--- src/rtl/narrow_pack.sv ---
// Narrows 32-bit operands to bytes/halfwords and packs them little-endian into 32-bit words.
// Optional saturation is enabled with the NARROW_PACK_SAT_EN macro.
module narrow_pack #(
  parameter logic [7:0] PAD_BYTE = 8'h00
) (
  input  logic        clk,
  input  logic        rst,
  input  logic        in_valid,
  output logic        in_ready,
  input  logic        mode,
  input  logic        sign,
  input  logic [31:0] num,
  input  logic        flush,
  output logic        out_valid,
  input  logic        out_ready,
  output logic [31:0] packed_word,
  output logic [2:0]  out_bytes,
  output logic        out_sat
);

  logic [31:0] acc_q, acc_d;
  logic [2:0]  byte_cnt_q, byte_cnt_d;
  logic        acc_sat_q, acc_sat_d;
  logic        flush_pending_q, flush_pending_d;
  logic [31:0] packed_q, packed_d;
  logic [2:0]  out_bytes_q, out_bytes_d;
  logic        out_sat_q, out_sat_d;
  logic        out_valid_q, out_valid_d;

  logic [15:0] elem;
  logic        elem_sat;
  logic [2:0]  size;
  logic [2:0]  sum;
  logic        out_free;
  logic        accept;
  logic        service;
  logic [31:0] acc_wr;

  // Replace lanes at and above n with the pad byte.
  function automatic logic [31:0] pad_word(input logic [31:0] w, input logic [2:0] n);
    logic [31:0] r;
    r = w;
    for (int i = 0; i < 4; i++) begin
      if (3'(i) >= n) r[8*i +: 8] = PAD_BYTE;
    end
    return r;
  endfunction

`ifdef NARROW_PACK_SAT_EN
  always_comb begin
    elem     = num[15:0];
    elem_sat = 1'b0;
    if (sign) begin
      if (mode) begin
        if ($signed(num) > 32'sd32767) begin
          elem     = 16'h7fff;
          elem_sat = 1'b1;
        end else if ($signed(num) < -32'sd32768) begin
          elem     = 16'h8000;
          elem_sat = 1'b1;
        end
      end else begin
        if ($signed(num) > 32'sd127) begin
          elem     = 16'h007f;
          elem_sat = 1'b1;
        end else if ($signed(num) < -32'sd128) begin
          elem     = 16'h0080;
          elem_sat = 1'b1;
        end
      end
    end else begin
      if (mode) begin
        if (num > 32'd65535) begin
          elem     = 16'hffff;
          elem_sat = 1'b1;
        end
      end else begin
        if (num > 32'd255) begin
          elem     = 16'h00ff;
          elem_sat = 1'b1;
        end
      end
    end
  end
`else
  logic unused_inputs;
  assign unused_inputs = ^{sign, num[31:16]};
  assign elem          = num[15:0];
  assign elem_sat      = 1'b0;
`endif

  assign size     = mode ? 3'd2 : 3'd1;
  assign sum      = byte_cnt_q + size;
  assign out_free = !out_valid_q || out_ready;
  assign in_ready = !rst && !(flush_pending_q && byte_cnt_q != 3'd0)
                    && (out_free || sum < 3'd4);
  assign accept   = in_valid && in_ready;
  // Input is held off while a non-empty flush is pending, so service never overlaps accept.
  assign service  = flush_pending_q && byte_cnt_q != 3'd0 && out_free;

  always_comb begin
    acc_wr = acc_q;
    case (byte_cnt_q)
      3'd0: begin
        acc_wr[7:0] = elem[7:0];
        if (mode) acc_wr[15:8] = elem[15:8];
      end
      3'd1: begin
        acc_wr[15:8] = elem[7:0];
        if (mode) acc_wr[23:16] = elem[15:8];
      end
      3'd2: begin
        acc_wr[23:16] = elem[7:0];
        if (mode) acc_wr[31:24] = elem[15:8];
      end
      3'd3: acc_wr[31:24] = elem[7:0];
      default: ;
    endcase
  end

  always_comb begin
    acc_d           = acc_q;
    byte_cnt_d      = byte_cnt_q;
    acc_sat_d       = acc_sat_q;
    flush_pending_d = flush_pending_q;
    packed_d        = packed_q;
    out_bytes_d     = out_bytes_q;
    out_sat_d       = out_sat_q;
    out_valid_d     = out_valid_q && !out_ready;

    if (accept) begin
      if (sum < 3'd4) begin
        acc_d      = acc_wr;
        byte_cnt_d = sum;
        acc_sat_d  = acc_sat_q || elem_sat;
      end else if (sum == 3'd4) begin
        packed_d    = acc_wr;
        out_bytes_d = 3'd4;
        out_sat_d   = acc_sat_q || elem_sat;
        out_valid_d = 1'b1;
        acc_d       = 32'h0;
        byte_cnt_d  = 3'd0;
        acc_sat_d   = 1'b0;
      end else begin
        // Halfword straddles the word boundary: ship 3 bytes, restart with the halfword.
        packed_d    = pad_word(acc_q, 3'd3);
        out_bytes_d = 3'd3;
        out_sat_d   = acc_sat_q;
        out_valid_d = 1'b1;
        acc_d       = {16'h0, elem};
        byte_cnt_d  = 3'd2;
        acc_sat_d   = elem_sat;
      end
    end else if (service) begin
      packed_d    = pad_word(acc_q, byte_cnt_q);
      out_bytes_d = byte_cnt_q;
      out_sat_d   = acc_sat_q;
      out_valid_d = 1'b1;
      acc_d       = 32'h0;
      byte_cnt_d  = 3'd0;
      acc_sat_d   = 1'b0;
    end

    if (flush) begin
      flush_pending_d = 1'b1;
    end else if (flush_pending_q && (byte_cnt_q == 3'd0 || service)) begin
      flush_pending_d = 1'b0;
    end
  end

  always_ff @(posedge clk or posedge rst) begin
    if (rst) begin
      acc_q           <= 32'h0;
      byte_cnt_q      <= 3'd0;
      acc_sat_q       <= 1'b0;
      flush_pending_q <= 1'b0;
      packed_q        <= 32'h0;
      out_bytes_q     <= 3'd0;
      out_sat_q       <= 1'b0;
      out_valid_q     <= 1'b0;
    end else begin
      acc_q           <= acc_d;
      byte_cnt_q      <= byte_cnt_d;
      acc_sat_q       <= acc_sat_d;
      flush_pending_q <= flush_pending_d;
      packed_q        <= packed_d;
      out_bytes_q     <= out_bytes_d;
      out_sat_q       <= out_sat_d;
      out_valid_q     <= out_valid_d;
    end
  end

  assign out_valid   = out_valid_q;
  assign packed_word = packed_q;
  assign out_bytes   = out_bytes_q;
  assign out_sat     = out_sat_q;

endmodule
--- config.mk ---
export PLATFORM = sky130hd
export DESIGN_NAME = narrow_pack
export DESIGN_NICKNAME = d
export VERILOG_FILES = /design/src/rtl/narrow_pack.sv
export SDC_FILE = /design/constraint.sdc
export NUM_CORES = 1
export LEC_CHECK = 0
export BUFFER_PORTS_ARGS = -buffer_cell sky130_fd_sc_hd__buf_4
export CAP_MARGIN = 20
export CELL_PAD_IN_SITES_DETAIL_PLACEMENT = 1
export CELL_PAD_IN_SITES_GLOBAL_PLACEMENT = 1
export CORE_MARGIN = 2
export CORE_UTILIZATION = 46
export CTS_BUF_LIST = sky130_fd_sc_hd__clkbuf_8 sky130_fd_sc_hd__clkbuf_16
export DETAILED_ROUTE_END_ITERATION = 12
export PLACE_DENSITY = 0.93
export SYNTH_ARGS = -nofsm -noshare
export SYNTH_HDL_FRONTEND = slang
export SYNTH_SLANG_ARGS = --single-unit
--- constraint.sdc ---
create_clock -name clk -period 4.9 [get_ports clk]
set_input_delay 0.245 -clock clk [delete_from_list [all_inputs] [get_ports clk]]
set_output_delay 0.245 -clock clk [all_outputs]
set_load 0.005 [all_outputs]
==> flow_metrics.py, run 1 <==
metrics = {
    "outcome": {
        "outcome": "finished clean",
    },
    "sta": {
        "worstMarginPinSlew_ps": 1010,
        "setup_viol": 0,
        "timing.final.hold_violations": 0,
        "finalMaxSlewViolations": 0,
        "period_share_pct": 68.7,
        "fin_hold_ws_ps": 39.9,
        "fin_ws_ps": 1530,
        "fin_crit_ps": 3370,
        "max_freq_ghz": 0.297,
        "skew_ps": 4.96,
        "fin_tns_setup_ps": 0,
        "slew_headroom_pct": 32.3,
        "grt_setup_unrepaired": "no",
    },
    "critical_path": {
        "path_delay_family": "compound AO/OA/AOI/OAI gates",
        "crit_slowest_cell": "o21a_1",
        "cp.buffers_inverters": 1,
        "crit_required_ps": 5150,
        "cp-start-kind": "flip-flop",
        "critPathMaxFanout": 26,
        "cp.arrival_ps": 3610,
        "path_class": "flip-flop to flip-flop",
        "cpPeakStageDelay_ps": 840,
        "path_cells": "ha_1 > inv_1 > fa_1 > nor3b_1 > o21a_1 > a31oi_1 > a22o_1",
        "cp-end-kind": "flip-flop",
    },
    "place": {
        "place_congestion": 0.863,
        "portBuffers": 58,
        "dp_slack_ps": 1510,
        "placed_cell_area_um2": 4200,
        "place_hpwl_mm": 7.99,
    },
    "power": {
        "finalPower_mw": 2.55,
        "power_density_nw_per_um2": 574,
        "p_leak_nw": 1.97,
        "internal_power_mw": 1.57,
        "clock_power_share_pct": 20.7,
        "p_sw_share_pct": 38.5,
        "peakVddDrop_v": 0.000285,
        "comb_power_share_pct": 42.3,
        "seqPwrFrac_pct": 37.1,
        "p_switching_mw": 0.982,
    },
    "die": {
        "row_count": 32,
        "die_area_um2": 8860,
        "core_um2": 7810,
        "dieHeight_um": 94.1,
        "initial_core_util_pct": 47.9,
        "die_w_um": 94.1,
        "io_pins": 77,
    },
    "clocking": {
        "cts_buffer_depth": 2,
        "clock_latency_ps": 360,
        "cts.sinks": 71,
        "cts_tree": "yes",
        "h-tree-depth": 3,
        "clk_pin_slew_ps": 80,
        "cts_root_buf": "clkbuf_8",
        "cts_buffers": 9,
        "postCtsSetupRepairBufs": 0,
        "ctsResizeCount": 0,
        "cts_hold_buf": 0,
    },
    "global_routing": {
        "antenna_found_initial": 0,
        "grt-ovfl-total": 0,
        "grt_pass1_vias": 3567,
        "grt_use_total_pct": 28.1,
        "grt_max_degree": 38,
        "grt_pass1_wl_mm": 18.9,
    },
    "logic_synthesis": {
        "yosys_warnings": 0,
        "synth-edff-count": 0,
        "syn_inst": 362,
        "synthDistinctLibCells": 41,
        "syn_area_per_cell_um2": 10.3,
        "yosys-top-cells-area": "dfrtp_1, a221o_1, o21ai_0",
        "ys_seq_elements": 71,
        "ys_seq_area_share_pct": 47.6,
        "synth_area_um2": 3740,
        "async_reset_ff_share_pct": 100,
        "synth-main-ff-cell": "dfrtp_1",
        "netlist.area_leader.share_pct": 47.6,
        "yosysTopAreaCell": "dfrtp_1",
        "ys_top_cells_by_count": "dfrtp_1, nor2_1, o21ai_0",
        "postSynthNetCount": 408,
        "yosysMostFrequentCell": "dfrtp_1",
    },
    "finish": {
        "area_growth_pct": 18.8,
        "nets": 455,
        "drive_gt1_share_pct": 22.5,
        "n_antenna_cell": 0,
        "n_fill_cell": 882,
        "final_area_um2": 4440,
    },
    "drt": {
        "routedWlPerCell_um": 23.0,
        "postRouteAntennaNets": 0,
        "via_per_inst": 6.55,
        "drc": 0,
        "dr.pass1.iters": 8,
        "num_vias": 3378,
        "drtIter0Drc": 267,
        "drt-total-wl_mm": 11.9,
    },
    "min_path": {
        "hold_class": "input port to async pin",
    },
    "run": {
        "max_cap_viol_count": 0,
    },
}
## sequential cells by signal, summed over array words and instances (netlist names)
signal and cells:
acc_q 32, packed_word 32, out_bytes 3, byte_cnt_q 2
flush_pending_q 1, out_valid 1
## power by group through the flow
stage                     combinational (mW)  clock [mW]  sequential [mW]
after floorplan                        0.672           0            0.918
after global placement                 0.990           0            0.931
after detailed placement                1.05           0            0.948
after CTS                               1.07       0.531            0.941
after global routing                    1.17       0.550            0.972
final                                   1.08       0.527            0.944
## cells in the final DEF (no fill, tap or decap), types with 7 or more instances in the layout
| master | instances |
|---|---|
| a221o_1 | 23 |
| mux2_2 | 7 |
| nand2_1 | 14 |
| nor2_1 | 36 |
| and2_1 | 9 |
| a222oi_1 | 8 |
| a21boi_0 | 8 |
| a31oi_1 | 9 |
| nand3_1 | 9 |
| o2bb2ai_1 | 17 |
| buf_4 | 62 |
| a21oi_1 | 17 |
| mux2i_1 | 9 |
| inv_1 | 7 |
| o21ai_0 | 30 |
| a22o_1 | 17 |
| clkbuf_8 | 9 |
| dfrtp_1 | 71 |
| nor2b_1 | 10 |
## worst register-to-register path: cells and delay by family (launching register included)
kind / cells / cell delay (ps)
AO/OA/AOI/OAI: 3 / 1580
adder cells (fa/ha/maj): 2 / 710
buffers and inverters: 1 / 50
flip-flops: 1 / 460
AND/OR/NAND/NOR: 1 / 450
## routing by layer
layer | track usage [%] | part of all wire, %
met2 | 46.0 | 49
met3 | 5.78 | 7.1
met1 | 34.6 | 39
met4 | 15.3 | 4.1
met5 | 0 | 0
## logic make-up after synthesis
| kind of cell | Yosys count | share of synthesized area [%] |
|---|---|---|
| mux | 16 | 4.52 |
| flops | 71 | 47.6 |
| compound gates | 140 | 28.3 |
| simple gates | 92 | 12.6 |
| fa+ha+maj | 7 | 2.55 |
| buf+inv | 35 | 4.32 |
| other cells | 1 | 0.100 |
## final timing paths
kind / cells after the start / endpoint / start / slack [ps]
max: 7 / acc_q[2] / byte_cnt_q[0] / 1530
max reg2reg: 7 / acc_q[2] / byte_cnt_q[0] / 1530
min reg2reg: 2 / out_bytes[2] / out_bytes[2] / 500
min: 2 / out_bytes[0] / rst / 40
min in group clk: 2 / flush_pending_q / flush / 60
max in group asynchronous: 3 / packed_word[14] / rst / 3900
## layout make-up
cell class                      instances  area (µm²)  share of cell area [%]
Inverter                                8        30.0                   0.677
Clock inverter                          7        97.6                    2.20
Timing Repair Buffer                   63         480                    10.8
Clock buffer                            9         124                    2.79
Multi-Input combinational cell        256        1800                    40.6
Sequential cell                        71        1780                    40.0
Tap cell                              102         128                    2.88
## through the flow
step	util, %	cells
2_1_floorplan	-	362
3_3_place_gp	53.8	499
6_report	56.8	516
5_1_grt	56.8	516
4_1_cts	56.7	515
3_5_place_dp	53.8	499
(Power assumes the default switching activity.)
==> run 2, diff against run 1 <==
--- a/config.mk
+++ b/config.mk
@@ -5,15 +5,16 @@
 export SDC_FILE = /design/constraint.sdc
 export NUM_CORES = 1
 export LEC_CHECK = 0
+export ABC_AREA = 1
 export BUFFER_PORTS_ARGS = -buffer_cell sky130_fd_sc_hd__buf_4
 export CAP_MARGIN = 20
 export CELL_PAD_IN_SITES_DETAIL_PLACEMENT = 1
 export CELL_PAD_IN_SITES_GLOBAL_PLACEMENT = 1
 export CORE_MARGIN = 2
-export CORE_UTILIZATION = 46
+export CORE_UTILIZATION = 36
 export CTS_BUF_LIST = sky130_fd_sc_hd__clkbuf_8 sky130_fd_sc_hd__clkbuf_16
 export DETAILED_ROUTE_END_ITERATION = 12
-export PLACE_DENSITY = 0.93
+export PLACE_DENSITY = 0.84
 export SYNTH_ARGS = -nofsm -noshare
 export SYNTH_HDL_FRONTEND = slang
 export SYNTH_SLANG_ARGS = --single-unit
==> constraint.sdc (replaced) <==
create_clock -name clk -period 2.95 [get_ports clk]
set_input_delay 0.1475 -clock clk [delete_from_list [all_inputs] [get_ports clk]]
set_output_delay 0.1475 -clock clk [all_outputs]
set_load 0.005 [all_outputs]
==> run 2 against run 1 <==
Against the previous run: sequential cell count unchanged; register-to-register slack worse by 1100 ps; cell count is 62% higher; sequential power rose by 64%; die area rose by 41%; clock skew about the same; worst setup slack worse by 1100 ps; highest routed layer unchanged; synthesized area increased by 12%; total power grew 100%; utilization is 12 points lower; synthesized cell count is 73% higher.
==> flow_metrics.py, run 2 <==
metrics = {
    "die": {
        "initial_core_util_pct": 36.9,
        "core_um2": 11400,
        "dieHeight_um": 112,
        "row_count": 39,
        "die_w_um": 112,
        "io_pins": 77,
        "die_area_um2": 12500,
    },
    "logic_synthesis": {
        "yosys-top-cells-area": "dfrtp_1, nand2_1, o21ai_0",
        "postSynthNetCount": 672,
        "netlist.area_leader.share_pct": 42.4,
        "syn_inst": 626,
        "async_reset_ff_share_pct": 100,
        "ys_seq_elements": 71,
        "synth_area_um2": 4190,
        "ys_top_cells_by_count": "nand2_1, dfrtp_1, inv_1",
        "ys_seq_area_share_pct": 42.4,
        "yosysMostFrequentCell": "nand2_1",
        "yosys_warnings": 0,
        "synthDistinctLibCells": 25,
        "synth-main-ff-cell": "dfrtp_1",
        "synth-edff-count": 0,
        "syn_area_per_cell_um2": 6.69,
        "yosysTopAreaCell": "dfrtp_1",
    },
    "drt": {
        "dr.pass1.iters": 4,
        "drc": 0,
        "postRouteAntennaNets": 0,
        "drt-total-wl_mm": 13.9,
        "via_per_inst": 5.19,
        "routedWlPerCell_um": 16.7,
        "drtIter0Drc": 198,
        "num_vias": 4332,
    },
    "critical_path": {
        "critPathMaxFanout": 11,
        "crit_top_cell": "nand2_1",
        "crit_slowest_cell": "o21ai_1",
        "cpPeakStageDelay_ps": 550,
        "crit_required_ps": 3230,
        "cp-start-kind": "flip-flop",
        "path_class": "flip-flop to flip-flop",
        "reg2reg_slack_ps": 470,
        "path_cells": "inv_1 > ha_1 > inv_1 > o21ai_1 > nand2_1 > nand3_1 > nand3_1 > nand2_1 > nand2_1 > nand2_1",
        "r2r-end": "packed_word[20]",
        "cp-end-kind": "flip-flop",
        "cp.arrival_ps": 2760,
        "cp.buffers_inverters": 2,
        "r2r_cells": 10,
        "path_delay_family": "compound AO/OA/AOI/OAI gates",
        "worst_r2r_startpoint": "byte_cnt_q[1]",
    },
    "sta": {
        "fin_tns_setup_ps": 0,
        "setup_viol": 0,
        "fin_crit_ps": 2480,
        "worstMarginPinSlew_ps": 948,
        "slew_headroom_pct": 36.8,
        "finalMaxSlewViolations": 0,
        "max_freq_ghz": 0.404,
        "grt_setup_unrepaired": "no",
        "skew_ps": 4.78,
        "period_share_pct": 83.9,
        "timing.final.hold_violations": 0,
    },
    "clocking": {
        "clk_pin_slew_ps": 60,
        "cts.sinks": 71,
        "cts_root_buf": "clkbuf_16",
        "cts_hold_buf": 0,
        "clock_latency_ps": 340,
        "cts_buffers": 9,
        "h-tree-depth": 3,
        "postCtsSetupRepairBufs": 0,
        "cts_buffer_depth": 2,
        "ctsResizeCount": 0,
        "cts_tree": "yes",
    },
    "finish": {
        "mostFrequentLayoutCell": "nand2_1",
        "nets": 732,
        "final_util_pct": 45.2,
        "final_area_um2": 5140,
        "n_antenna_cell": 0,
        "drive_gt1_share_pct": 15.5,
        "area_growth_pct": 22.6,
        "layout_common_cells": "nand2_1, buf_4, dfrtp_1",
    },
    "power": {
        "power_density_nw_per_um2": 1000,
        "p_leak_nw": 2.72,
        "finalPower_mw": 5.16,
        "peakVddDrop_v": 0.000351,
    },
    "global_routing": {
        "use_met2_pct": 41.0,
        "use_met1_pct": 28.8,
        "grt-busiest-layer": "met2",
        "grt_use_met3_pct": 3.76,
        "grt_max_degree": 72,
        "grt_pass1_wl_mm": 23.2,
        "grt_pass1_vias": 4615,
        "antenna_found_initial": 0,
        "grt_use_total_pct": 23.4,
        "grt-ovfl-total": 0,
    },
    "place": {
        "place_congestion": 0.909,
        "portBuffers": 58,
        "placed_cell_area_um2": 4790,
        "place_hpwl_mm": 9.90,
    },
    "min_path": {
        "whs_path_depth": 2,
        "min_to": "flush_pending_q",
        "holdCritStartpoint": "flush",
        "hold_class": "input port to flip-flop",
    },
    "outcome": {
        "outcome": "finished clean",
    },
    "run": {
        "max_cap_viol_count": 0,
    },
}
## run 2: worst max path at each step
stage / cells after the start / startpoint / endpoint / slack [ps]
2_1_floorplan: 10 / rst / out_bytes[0] / 250
3_3_place_gp: 10 / byte_cnt_q[1] / packed_word[20] / 660
3_5_place_dp: 13 / mode / out_bytes[1] / 510
4_1_cts: 10 / byte_cnt_q[1] / packed_word[20] / 500
5_1_grt: 10 / byte_cnt_q[1] / packed_word[20] / 260
6_report: 10 / byte_cnt_q[1] / packed_word[20] / 470
## run 2: cells by family (layout without fill, tap and decap cells)
family                     after synthesis  in the layout  share of synthesized area [%]
adders and majority gates                7              7                           2.27
and+or+nand+nor                        385            385                           36.5
buffers and inverters                   76            141                           7.73
AOI/OAI and AO/OA                       86             86                           11.0
other                                    1              1                         0.0895
DFF                                     71             71                           42.4
## run 2: where the power goes
part / internal (mW) / leakage [nW] / switching, mW
Sequential: 1.32 / 0.951 / 0.228
Combinational: 0.824 / 1.60 / 1.50
Clock: 0.846 / 0.168 / 0.440
## run 2: per-layer routing
layer	routed length [µm]	share of wire, %
met3	675	4.8
met5	0	0
met4	348	2.5
met2	7000	50
met1	5900	42
## run 2: cell type report
class,count,area (µm²)
clock buffer,10,239
fill,1500,6230
multi-input combinational,479,2090
inverter,51,191
clock inverter,6,108
sequential,71,1780
timing repair buffer,74,556
tap,143,179
## run 2: through the flow
step	cells	setup slack, ps	hold WS [ps]
floorplan	626	250	261
global placement	818	660	356
detailed placement	818	513	359
CTS	834	498	6.84
global route	834	264	18.2
finish	834	474	5.43
## run 2: worst reg2reg max path, stage by stage (launching register included)
cell	delay, ps
dfrtp_1	400
inv_1	230
ha_1	460
inv_1	220
o21ai_1	550
nand2_1	170
nand3_1	130
nand3_1	70
nand2_1	70
nand2_1	50
nand2_1	60
==> run 3, diff against run 2 <==
--- a/config.mk
+++ b/config.mk
@@ -11,10 +11,10 @@
 export CELL_PAD_IN_SITES_DETAIL_PLACEMENT = 1
 export CELL_PAD_IN_SITES_GLOBAL_PLACEMENT = 1
 export CORE_MARGIN = 2
-export CORE_UTILIZATION = 36
+export CORE_UTILIZATION = 39
 export CTS_BUF_LIST = sky130_fd_sc_hd__clkbuf_8 sky130_fd_sc_hd__clkbuf_16
 export DETAILED_ROUTE_END_ITERATION = 12
-export PLACE_DENSITY = 0.84
+export PLACE_DENSITY = 0.86
 export SYNTH_ARGS = -nofsm -noshare
 export SYNTH_HDL_FRONTEND = slang
 export SYNTH_SLANG_ARGS = --single-unit
==> constraint.sdc (replaced) <==
create_clock -name clk -period 2.6 [get_ports clk]
set_input_delay 0.13 -clock clk [delete_from_list [all_inputs] [get_ports clk]]
set_output_delay 0.13 -clock clk [all_outputs]
set_load 0.005 [all_outputs]
==> run 3 against run 2 <==
Against the previous run: die area shrank 7.4%; utilization up 5.1 points; sequential power rose by 14%; sequential cell count is the same; register-to-register slack lost 310 ps; global-route usage grew 2.9 points; combinational power is 21% higher; clock skew grew 5.9 ps; sequential share of layout area down 0.51 points; cell count increased by 0.24%; via count up 3.2%; worst setup slack got worse by 310 ps; highest routed layer unchanged.
==> flow_metrics.py, run 3 (synthesis gave the netlist of run 2 again) <==
metrics = {
    "sta": {
        "skew_ps": 10.7,
        "grt_setup_unrepaired": "no",
        "timing.final.hold_violations": 0,
        "period_share_pct": 93.5,
        "fin_tns_setup_ps": 0,
        "fin_crit_ps": 2430,
        "setup_viol": 0,
        "finalMaxSlewViolations": 0,
        "slew_headroom_pct": 34.6,
        "max_freq_ghz": 0.411,
        "worstMarginPinSlew_ps": 980,
    },
    "power": {
        "p_leak_nw": 2.75,
        "p_sw_share_pct": 43.3,
        "power_density_nw_per_um2": 1100,
        "p_switching_mw": 2.48,
        "internal_power_mw": 3.25,
        "seqPwrFrac_pct": 30.7,
        "clock_power_share_pct": 19.8,
        "finalPower_mw": 5.73,
        "peakVddDrop_v": 0.000563,
        "comb_power_share_pct": 49.5,
    },
    "outcome": {
        "outcome": "finished clean",
    },
    "finish": {
        "area_growth_pct": 24.5,
        "final_area_um2": 5220,
        "drive_gt1_share_pct": 16.0,
        "layout_common_cells": "nand2_1, buf_4, dfrtp_1",
        "mostFrequentLayoutCell": "nand2_1",
        "nets": 742,
        "n_fill_cell": 1393,
        "multi_input_area_um2": 2090,
        "n_antenna_cell": 0,
        "regArea_um2": 1780,
    },
    "clocking": {
        "clk_pin_slew_ps": 80,
        "cts_hold_buf": 3,
        "cts_buffer_depth": 2,
        "cts_buffers": 9,
        "clock_latency_ps": 380,
        "cts_tree": "yes",
        "h-tree-depth": 3,
        "cts_root_buf": "clkbuf_8",
        "cts.sinks": 71,
        "postCtsSetupRepairBufs": 0,
        "ctsResizeCount": 0,
    },
    "global_routing": {
        "grt_pass1_wl_mm": 23.3,
        "antenna_found_initial": 0,
        "grt_pass1_vias": 4670,
        "grt_max_degree": 72,
        "grt_use_total_pct": 26.2,
        "grt-ovfl-total": 0,
    },
    "die": {
        "row_count": 37,
        "dieHeight_um": 108,
        "die_area_um2": 11600,
        "die_w_um": 108,
        "initial_core_util_pct": 40.4,
        "io_pins": 77,
        "core_um2": 10400,
    },
    "drt": {
        "dr.pass1.iters": 5,
        "num_vias": 4469,
        "drtIter0Drc": 232,
        "via_per_inst": 5.35,
        "drt-total-wl_mm": 14.2,
        "postRouteAntennaNets": 0,
        "drc": 0,
        "routedWlPerCell_um": 16.9,
    },
    "critical_path": {
        "crit_required_ps": 2910,
        "r2r-end": "acc_q[13]",
        "r2r_cells": 10,
        "reg2reg_slack_ps": 170,
        "cp-start-kind": "flip-flop",
        "path_class": "flip-flop to flip-flop",
        "worst_r2r_startpoint": "byte_cnt_q[0]",
        "cp-end-kind": "flip-flop",
        "cp-endpoint": "acc_q[13]",
        "cp.arrival_ps": 2740,
        "critPathMaxFanout": 13,
        "cp-startpoint": "byte_cnt_q[0]",
    },
    "place": {
        "place_hpwl_mm": 10.1,
        "place_congestion": 0.888,
        "portBuffers": 58,
        "placed_cell_area_um2": 4940,
    },
    "min_path": {
        "hold_class": "input port to flip-flop",
    },
    "run": {
        "max_cap_viol_count": 0,
    },
}
[run 3: cell types whose count changed in the layout (fill, tap and decap cells not counted), sizes merged]
cell,previous run,this run
dlygate4sd3,0,3
buf,74,81
clkinv,3,1
clkbuf,10,11
[run 3: cell type report]
cell class                      instances  area share, %
Timing Repair Buffer                   84           14.2
Tap cell                              136           3.26
Multi-Input combinational cell        479           40.1
Sequential cell                        71           34.1
Inverter                               51           3.74
Clock buffer                           11           2.90
Clock inverter                          4           1.80
[run 3: metrics by stage]
step	cells	hold slack (ps)	worst slack [ps]	utilization, %
final	836	5.19	169	50.3
after global routing	836	16.3	0.783	50.3
after floorplan	626	244	417	-
after CTS	836	0.262	170	50.3
after detailed placement	818	347	213	47.6
after global placement	818	332	352	47.6
[run 3: power groups by stage]
| stage | clock, mW | combinational (mW) | sequential (mW) |
|---|---|---|---|
| after floorplan | 0 | 1.70 | 1.74 |
| after global placement | 0 | 2.66 | 1.74 |
| after detailed placement | 0 | 2.81 | 1.78 |
| after CTS | 1.14 | 2.85 | 1.76 |
| after global routing | 1.18 | 3.19 | 1.81 |
| final | 1.14 | 2.83 | 1.76 |
[run 3: how the worst min path moves through the flow]
stage / from / to / slack (ps) / cells after the start
2_1_floorplan: flush / flush_pending_q / 240 / 1
3_3_place_gp: flush / flush_pending_q / 330 / 2
3_5_place_dp: flush / flush_pending_q / 350 / 2
4_1_cts: num[11] / acc_q[11] / 0.3 / 3
5_1_grt: num[12] / acc_q[12] / 20 / 3
6_report: num[10] / acc_q[10] / 5 / 3
[run 3: critical path, stage by stage (launching register included)]
cell	delay (ps)
dfrtp_1	410
ha_1	180
inv_1	50
fa_1	470
inv_2	100
nand3_1	110
nand3_4	240
nand2_1	120
inv_1	470
nand2_1	120
nand3_1	100
[run 3: routing by layer]
metal	vias to the layer above	GRT usage (%)	wire [µm]
li1	2098	-	-
met1	2196	32.4	5970
met2	139	44.3	6980
met3	36	4.06	754
met4	0	13.4	454
met5	-	0	0
